`src/rtl/dmem_arbiter_if.sv`:
```
// Bus bundle between the pipeline MEM stage, the loader/debug requester and the data memory.
// The arbiter uses the slave modport; the surrounding environment uses master.
interface dmem_arbiter_if;
   logic        p_req;
   logic [31:0] p_addr;
   logic [31:0] p_wdata;
   logic [3:0]  p_we;
   logic [31:0] p_rdata;
   logic        p_stall;

   logic        l_req;
   logic [31:0] l_addr;
   logic [31:0] l_wdata;
   logic [3:0]  l_we;
   logic        l_ack;
   logic [31:0] l_rdata;

   logic [31:0] daddr;
   logic [31:0] dwdata;
   logic [3:0]  we;
   logic [31:0] drdata;

   modport slave (
      input  p_req, p_addr, p_wdata, p_we, l_req, l_addr, l_wdata, l_we, drdata,
      output p_rdata, p_stall, l_ack, l_rdata, daddr, dwdata, we
   );

   modport master (
      output p_req, p_addr, p_wdata, p_we, l_req, l_addr, l_wdata, l_we, drdata,
      input  p_rdata, p_stall, l_ack, l_rdata, daddr, dwdata, we
   );
endinterface

```
`src/rtl/dmem_arbiter.sv`:
```
// Single-port data-memory arbiter: pipeline has priority, loader gets a bounded-starvation slot.
// Optional DMEM_ARB_STATS_EN adds saturating stall_count/grant_count outputs.
module dmem_arbiter #(
   parameter int unsigned STARVE_LIMIT = 4
) (
   input  logic               clk,
   input  logic               reset,
   dmem_arbiter_if.slave      bus
`ifdef DMEM_ARB_STATS_EN
   ,
   output logic [15:0]        stall_count,
   output logic [15:0]        grant_count
`endif
);

   typedef enum logic [1:0] {
      ARB,
      L_ACC,
      L_ACK
   } state_t;

   localparam logic [7:0] LIMIT = 8'(STARVE_LIMIT);

   state_t      state;
   state_t      state_next;
   logic        grant;
   logic [7:0]  starve_cnt;
   logic        l_ack_q;
   logic [31:0] l_rdata_q;

   always_ff @(posedge clk) begin
      if (reset) state <= ARB;
      else       state <= state_next;
   end

   // Loader owns the port only in L_ACC; reset kills any write and the stall in that cycle.
   always_comb begin
      state_next  = state;
      grant       = 1'b0;
      bus.daddr   = bus.p_addr;
      bus.dwdata  = bus.p_wdata;
      bus.we      = bus.p_req ? bus.p_we : 4'b0000;
      bus.p_stall = 1'b0;
      case (state)
         ARB: begin
            if (bus.l_req && (!bus.p_req || starve_cnt == LIMIT)) begin
               grant      = 1'b1;
               state_next = L_ACC;
            end
         end
         L_ACC: begin
            state_next  = L_ACK;
            bus.daddr   = bus.l_addr;
            bus.dwdata  = bus.l_wdata;
            bus.we      = bus.l_we;
            bus.p_stall = bus.p_req;
         end
         L_ACK:   state_next = ARB;
         default: state_next = ARB;
      endcase
      if (reset) begin
         bus.we      = 4'b0000;
         bus.p_stall = 1'b0;
      end
   end

   // Counts contended denials; a withdrawn request leaves the count where it was.
   always_ff @(posedge clk) begin
      if (reset)
         starve_cnt <= 8'd0;
      else if (grant)
         starve_cnt <= 8'd0;
      else if (state == ARB && bus.l_req && bus.p_req && starve_cnt < LIMIT)
         starve_cnt <= starve_cnt + 8'd1;
   end

   always_ff @(posedge clk) begin
      if (reset) begin
         l_ack_q   <= 1'b0;
         l_rdata_q <= 32'd0;
      end else begin
         l_ack_q <= (state == L_ACC);
         if (state == L_ACC) l_rdata_q <= bus.drdata;
      end
   end

   assign bus.p_rdata = bus.drdata;
   assign bus.l_ack   = l_ack_q;
   assign bus.l_rdata = l_rdata_q;

`ifdef DMEM_ARB_STATS_EN
   always_ff @(posedge clk) begin
      if (reset) begin
         stall_count <= 16'd0;
         grant_count <= 16'd0;
      end else begin
         if (bus.p_stall && stall_count != 16'hFFFF) stall_count <= stall_count + 16'd1;
         if (grant && grant_count != 16'hFFFF)       grant_count <= grant_count + 16'd1;
      end
   end
`endif

endmodule

```
`src/flat_wrapper.sv`:
```
// flat-port wrapper written by rule: the top's interface ports become plain ports
module dmem_arbiter_flat 
#(
   parameter int unsigned STARVE_LIMIT = 4
)
  (clk, reset, bus_p_req, bus_p_addr, bus_p_wdata, bus_p_we, bus_l_req, bus_l_addr, bus_l_wdata, bus_l_we, bus_drdata, bus_p_rdata, bus_p_stall, bus_l_ack, bus_l_rdata, bus_daddr, bus_dwdata, bus_we);
  dmem_arbiter_if bus_i ();
  input  logic clk;
  input  logic reset;
  input wire logic [$bits(bus_i.p_req)-1:0] bus_p_req;
  input wire logic [$bits(bus_i.p_addr)-1:0] bus_p_addr;
  input wire logic [$bits(bus_i.p_wdata)-1:0] bus_p_wdata;
  input wire logic [$bits(bus_i.p_we)-1:0] bus_p_we;
  input wire logic [$bits(bus_i.l_req)-1:0] bus_l_req;
  input wire logic [$bits(bus_i.l_addr)-1:0] bus_l_addr;
  input wire logic [$bits(bus_i.l_wdata)-1:0] bus_l_wdata;
  input wire logic [$bits(bus_i.l_we)-1:0] bus_l_we;
  input wire logic [$bits(bus_i.drdata)-1:0] bus_drdata;
  output wire logic [$bits(bus_i.p_rdata)-1:0] bus_p_rdata;
  output wire logic [$bits(bus_i.p_stall)-1:0] bus_p_stall;
  output wire logic [$bits(bus_i.l_ack)-1:0] bus_l_ack;
  output wire logic [$bits(bus_i.l_rdata)-1:0] bus_l_rdata;
  output wire logic [$bits(bus_i.daddr)-1:0] bus_daddr;
  output wire logic [$bits(bus_i.dwdata)-1:0] bus_dwdata;
  output wire logic [$bits(bus_i.we)-1:0] bus_we;
  assign bus_i.p_req = bus_p_req;
  assign bus_i.p_addr = bus_p_addr;
  assign bus_i.p_wdata = bus_p_wdata;
  assign bus_i.p_we = bus_p_we;
  assign bus_i.l_req = bus_l_req;
  assign bus_i.l_addr = bus_l_addr;
  assign bus_i.l_wdata = bus_l_wdata;
  assign bus_i.l_we = bus_l_we;
  assign bus_i.drdata = bus_drdata;
  assign bus_p_rdata = bus_i.p_rdata;
  assign bus_p_stall = bus_i.p_stall;
  assign bus_l_ack = bus_i.l_ack;
  assign bus_l_rdata = bus_i.l_rdata;
  assign bus_daddr = bus_i.daddr;
  assign bus_dwdata = bus_i.dwdata;
  assign bus_we = bus_i.we;
  dmem_arbiter #(.STARVE_LIMIT(STARVE_LIMIT)) u_core (.clk(clk), .reset(reset), .bus(bus_i));
endmodule
```
`config.mk`:
```
export PLATFORM = sky130hd
export DESIGN_NAME = dmem_arbiter_flat
export DESIGN_NICKNAME = d
export VERILOG_FILES = /design/src/rtl/dmem_arbiter_if.sv /design/src/rtl/dmem_arbiter.sv /design/src/flat_wrapper.sv
export SDC_FILE = /design/constraint.sdc
export NUM_CORES = 1
export LEC_CHECK = 0
export ABC_AREA = 0
export BUFFER_PORTS_ARGS = -buffer_cell sky130_fd_sc_hd__buf_2
export CAP_MARGIN = 20
export CELL_PAD_IN_SITES_DETAIL_PLACEMENT = 1
export CELL_PAD_IN_SITES_GLOBAL_PLACEMENT = 1
export CORE_ASPECT_RATIO = 0.8
export CORE_MARGIN = 10
export CORE_UTILIZATION = 22
export CTS_CLUSTER_SIZE = 8
export DETAILED_ROUTE_END_ITERATION = 6
export PLACE_DENSITY = 0.93
export SLEW_MARGIN = 20
export SYNTH_ARGS = -nofsm -noshare
export SYNTH_HDL_FRONTEND = slang
export SYNTH_SLANG_ARGS = --single-unit
```
`constraint.sdc`:
```
create_clock -name clk -period 2.34 [get_ports clk]
set_input_delay 0.117 -clock clk [delete_from_list [all_inputs] [get_ports clk]]
set_output_delay 0.117 -clock clk [all_outputs]
set_load 0.02 [all_outputs]
```
Yosys cells after proc, flatten, opt, wreduce, memory -nomap -nowiden
Cells that the tools add are included.
{"block": "word_totals", "reg_bits": 43, "input_bits": 172, "output_inout_bits": 134, "wordCells": 28}
{"block": "classes", "addsub": 1, "n_lt_le_gt_ge": 1, "n_eq_ne": 3, "muxes": 11, "reduce_logical": 8}
{"cell": "2-to-1 mux 32 bit", "count": 2}
{"cell": "2-to-1 mux 4 bit", "count": 3}
{"cell": "adder 8 x 1 -> 8 bit (second input constant)", "count": 1}
{"cell": "equality test 8 x 3 -> 1 bit (second input constant)", "count": 1}
{"cell": "less-than comparator 8 x 3 -> 1 bit (second input constant)", "count": 1}
{"cell": "logical AND 1 bit", "count": 4}
{"cell": "2-to-1 mux 1 bit", "count": 4}
{"cell": "one-hot mux 2 bit (2 select lines)", "count": 1}
{"cell": "equality test 2 x 1 -> 1 bit (second input constant)", "count": 1}
{"cell": "zero test 2 bit", "count": 1}
{"cell": "2-to-1 mux 2 bit", "count": 1}
{"cell": "!= test 2 x 1 -> 1 bit (second input constant)", "count": 1}
{"cell": "OR reduction 2 bit", "count": 1}
{"cell": "zero test 1 bit", "count": 1}
{"cell": "logical OR 1 bit", "count": 1}

Logic depth before layout (Yosys ltp)
{"block": "depth", "ltp_word": 6, "mapped_depth": 5, "mapped_depth_nobuf": 4}

Worst setup path before layout
Ideal clock, no wire load.
{"block": "synth_timing", "path_type": "register -> output", "from": "register u_core.state[0]", "to": "output port bus_we[0]", "arrival_time_ns": 1.230, "required_time_ns": 2.223, "setup_slack_ns": 0.993, "stages_incl_launch_ff": 6, "cell_sequence": "dfxtp_1 > nor2b_1 > buf_2 > buf_2 > nand2_1 > a21oi_1"}
{"block": "synth_via", "elab_chain_cells": 3}
{"element": "start, declared", "line": "dmem_arbiter.sv:24", "source": "state_t state;"}
{"element": "start signal, assigned", "line": "dmem_arbiter.sv:33", "source": "else state <= state_next;"}
{"element": "equality test 2 x 1 -> 1 bit", "line": "dmem_arbiter.sv:44", "source": "case (state)"}
{"element": "2-to-1 mux 4 bit", "line": "dmem_arbiter.sv:44"}
{"element": "2-to-1 mux 4 bit", "line": "dmem_arbiter.sv:61", "source": "if (reset) begin"}
{"element": "end, declared", "line": "flat_wrapper.sv:25", "source": "output wire logic [$bits(bus_i.we)-1:0] bus_we;"}
No other way between the ends.

Final worst setup path
{"block": "layout_timing", "from": "register u_core.state[1]", "to": "output port bus_daddr[22]"}
{"block": "layout_via", "elab_chain_cells": 2}
{"element": "equality test 2 x 1 -> 1 bit", "line": "dmem_arbiter.sv:44"}
{"element": "2-to-1 mux 32 bit", "line": "dmem_arbiter.sv:44"}
{"element": "end, declared", "line": "flat_wrapper.sv:23", "source": "output wire logic [$bits(bus_i.daddr)-1:0] bus_daddr;"}
No other way between the ends.

==> results.sh <==
export IMPL_grt_pass1_wl_um=21820
export IMPL_finalWeightedCongestion=0.8366
export IMPL_drt_iter0_markers=164
export IMPL_syn_to_final_growth_pct=56.60
export IMPL_wl_met2_um=7670
export IMPL_clock_sinks=43
export IMPL_p_leak_uw=0.002466
export IMPL_io_pins=306
export IMPL_synthFlopType="dfxtp_1"
export IMPL_viasPerCell=4.135
export IMPL_synth_common_cells="260 x nand2_1, 43 x dfxtp_1, 36 x a21oi_1"
export IMPL_required_ps=2220
export IMPL_maxSlewViolCount=0
export IMPL_drt_first_pass_iters=4
export IMPL_hold_path_depth=3
export IMPL_hold_buffers=0
export IMPL_antenna_left=0
export IMPL_status="finished clean"
export IMPL_crit_family="simple AND/OR/NAND/NOR gates"
export IMPL_synth_top_area_share_pct=35.49
export IMPL_worstPathArrival_ps=1730
export IMPL_layout_drive_gt1_share_pct=47.13
export IMPL_port_buffers=305
export IMPL_crit_path_start="u_core.state[1]"
export IMPL_yosysUniqueCellTypes=24
export IMPL_netlist_instances=438
export IMPL_setup_ws_ps=491.0
export IMPL_final_util_pct=35.28
export IMPL_reg2reg_to="u_core.bus.l_rdata[0]"
export IMPL_core_um2=12210
export IMPL_reg2reg_slack_ps=900
export IMPL_cts_buffers_inserted=5
export IMPL_cpPeakStageDelay_ps=430
export IMPL_diodes=0
export IMPL_cts_tree="done"
export IMPL_yosysSeqAreaShare_pct=31.30
export IMPL_rsz0062_at_grt="no"
export IMPL_h_tree_depth=2
export IMPL_holdPathEnd="u_core.bus.l_rdata[22]"
export IMPL_post_place_ws_ps=768.7
export IMPL_fin_skew_ps=6.400
export IMPL_yosysMostFrequentCell="nand2_1"
export IMPL_worst_slew_pin_slew_ps=686.1
export IMPL_netlist_area_um2=2750
export IMPL_cp_start_kind="flop"
export IMPL_slew_headroom_pct=54.26
export IMPL_synth_edff_count=0
export IMPL_die_h_um=120
export IMPL_initial_core_util_pct=22.53
export IMPL_worstHoldStart="bus_drdata[22]"
export IMPL_max_vdd_ir_drop_mv=0.2445
export IMPL_highest_layer="met4"
export IMPL_drc=0
export IMPL_setup_viol=0
export IMPL_hpwlAfterDp_um=12200
export IMPL_insertion_delay_ps=280
export IMPL_p_total_uw=2217
export IMPL_clock_fmax_ghz=0.5408
export IMPL_fin_setup_tns_ps=0
export IMPL_grt_max_degree=63
export IMPL_root_buffer="clkbuf_16"
export IMPL_die_area_um2=17400
export IMPL_finalNetCount=870
export IMPL_synth_area_top_cells="nand2_1 35%, dfxtp_1 31%, buf_4 9.3%"
export IMPL_die_x_um=145.0
export IMPL_antenna_found_initial=0
export IMPL_cpMostUsedCell="nand2_1"
export IMPL_grt_overflow_total=0
export IMPL_synth_warnings=0
export IMPL_crit_chain="or2b_4 -> buf_12 -> nand2_1 -> nand2_1 -> buf_2"
export IMPL_grt_pass1_vias=3733
export IMPL_r2r_start="u_core.state[1]"
export IMPL_route_vias_total=3585
export IMPL_synth_top_area_cell="nand2_1"
export IMPL_cellPowerDensity_nw_per_um2=514.7
export IMPL_clockBufferDepth=2
export IMPL_met3WireLength_um=1126
export IMPL_cap_viol_max_count=0
export IMPL_synthArstFlopShare_pct=0
export IMPL_crit_path_max_fanout=50
export IMPL_crit_path_end_kind="output port"
export IMPL_drt_wl_total_um=14370
export IMPL_cp_slowest_cell="dfxtp_1"
export IMPL_period_minus_slack_ps=1849
export IMPL_row_count=36
export IMPL_drt_wirelength_per_cell_um=16.58
export IMPL_post_cts_buffers=0
export IMPL_ys_seq_elements=43
export IMPL_path_class="reg2out"
export IMPL_period_share_pct=79.02
export IMPL_final_hold_viol_count=0
export IMPL_hp_class="in2reg"
export IMPL_clk_pin_slew_ps=60
export IMPL_cts_resized_gates=0
export IMPL_avgSynthCellArea_um2=6.279
export IMPL_grt_total_usage_pct=15.27
export IMPL_synth_fp_nets=612
export IMPL_rr_worst_depth=4
export IMPL_worst_path_buf_inv=2
export IMPL_met1Wirelength_um=5535
[cells in the final DEF (no fill, tap or decap), drive strengths merged]
cell    count
inv         8
nor2        3
dfxtp      43
nand4       2
a221oi      2
clkbuf      6
a41o        1
a31o        2
nand3       4
and3b       1
a41oi       1
ha          2
buf       312
bufinv      1
nor4b       1
nor3b       1
a21oi      36
nor2b       1
nand2     260
nor3        2
or2b        1
a211oi      6
[routing by layer]
layer  GRT usage (%)  vias to the layer above
li1                -                     1843
met1           17.11                     1608
met2           28.84                      130
met3           4.619                        4
met4           1.338                        0
met5               0                        -
[cells by family (layout without fill, tap and decap cells)]
family                   Yosys count  after routing  synth area share [%]
AND/OR/NAND/NOR                  276            276                 40.40
buffers and inverters             69            327                 16.79
AO/OA/AOI/OAI                     48             48                 10.60
flip-flops                        43             43                 31.30
adder cells (fa/ha/maj)            2              2                0.9098
[power breakdown]
group	switching (µW)	internal, µW
Sequential	10.1	753
Clock	268	498
Combinational	425	263
Total	702	1510
[worst max-delay path by stage]
stage,end,depth (start not counted)
after global routing,bus_dwdata[9],5
after detailed placement,bus_daddr[22],5
final,bus_daddr[22],5
after CTS,bus_daddr[22],5
after global placement,bus_daddr[2],5
after floorplan,bus_we[0],5
[metrics by stage]
step	cells	hold WS, ps	cell area [µm²]
2_1_floorplan	438	253.0	2750
3_3_place_gp	860	371.1	4148
3_5_place_dp	860	374.8	4148
4_1_cts	867	71.84	4307
5_1_grt	867	82.60	4307
6_report	867	76.29	4307
[cell type report]
type / count / area (µm²)
Clock buffer: 6 / 128.9
Clock inverter: 1 / 30.03
Fill cell: 1724 / 7900
Inverter: 8 / 30.03
Multi-Input combinational cell: 326 / 1439
Sequential cell: 43 / 860.8
Tap cell: 171 / 214.0
Timing Repair Buffer: 312 / 1604
[sequential cells by signal (all words and copies together) (netlist names)]
name and flops:
u_core.bus.l_ack 1, u_core.bus.l_rdata 32, u_core.starve_cnt 8, u_core.state 2
[worst register-to-register path, cell delays in order (launching register included)]
cell,delay (ps)
dfxtp_1,430
or2b_4,400
buf_12,280
nand2_1,110
a21oi_1,150
No activity file was read; power rests on OpenSTA's default activity.
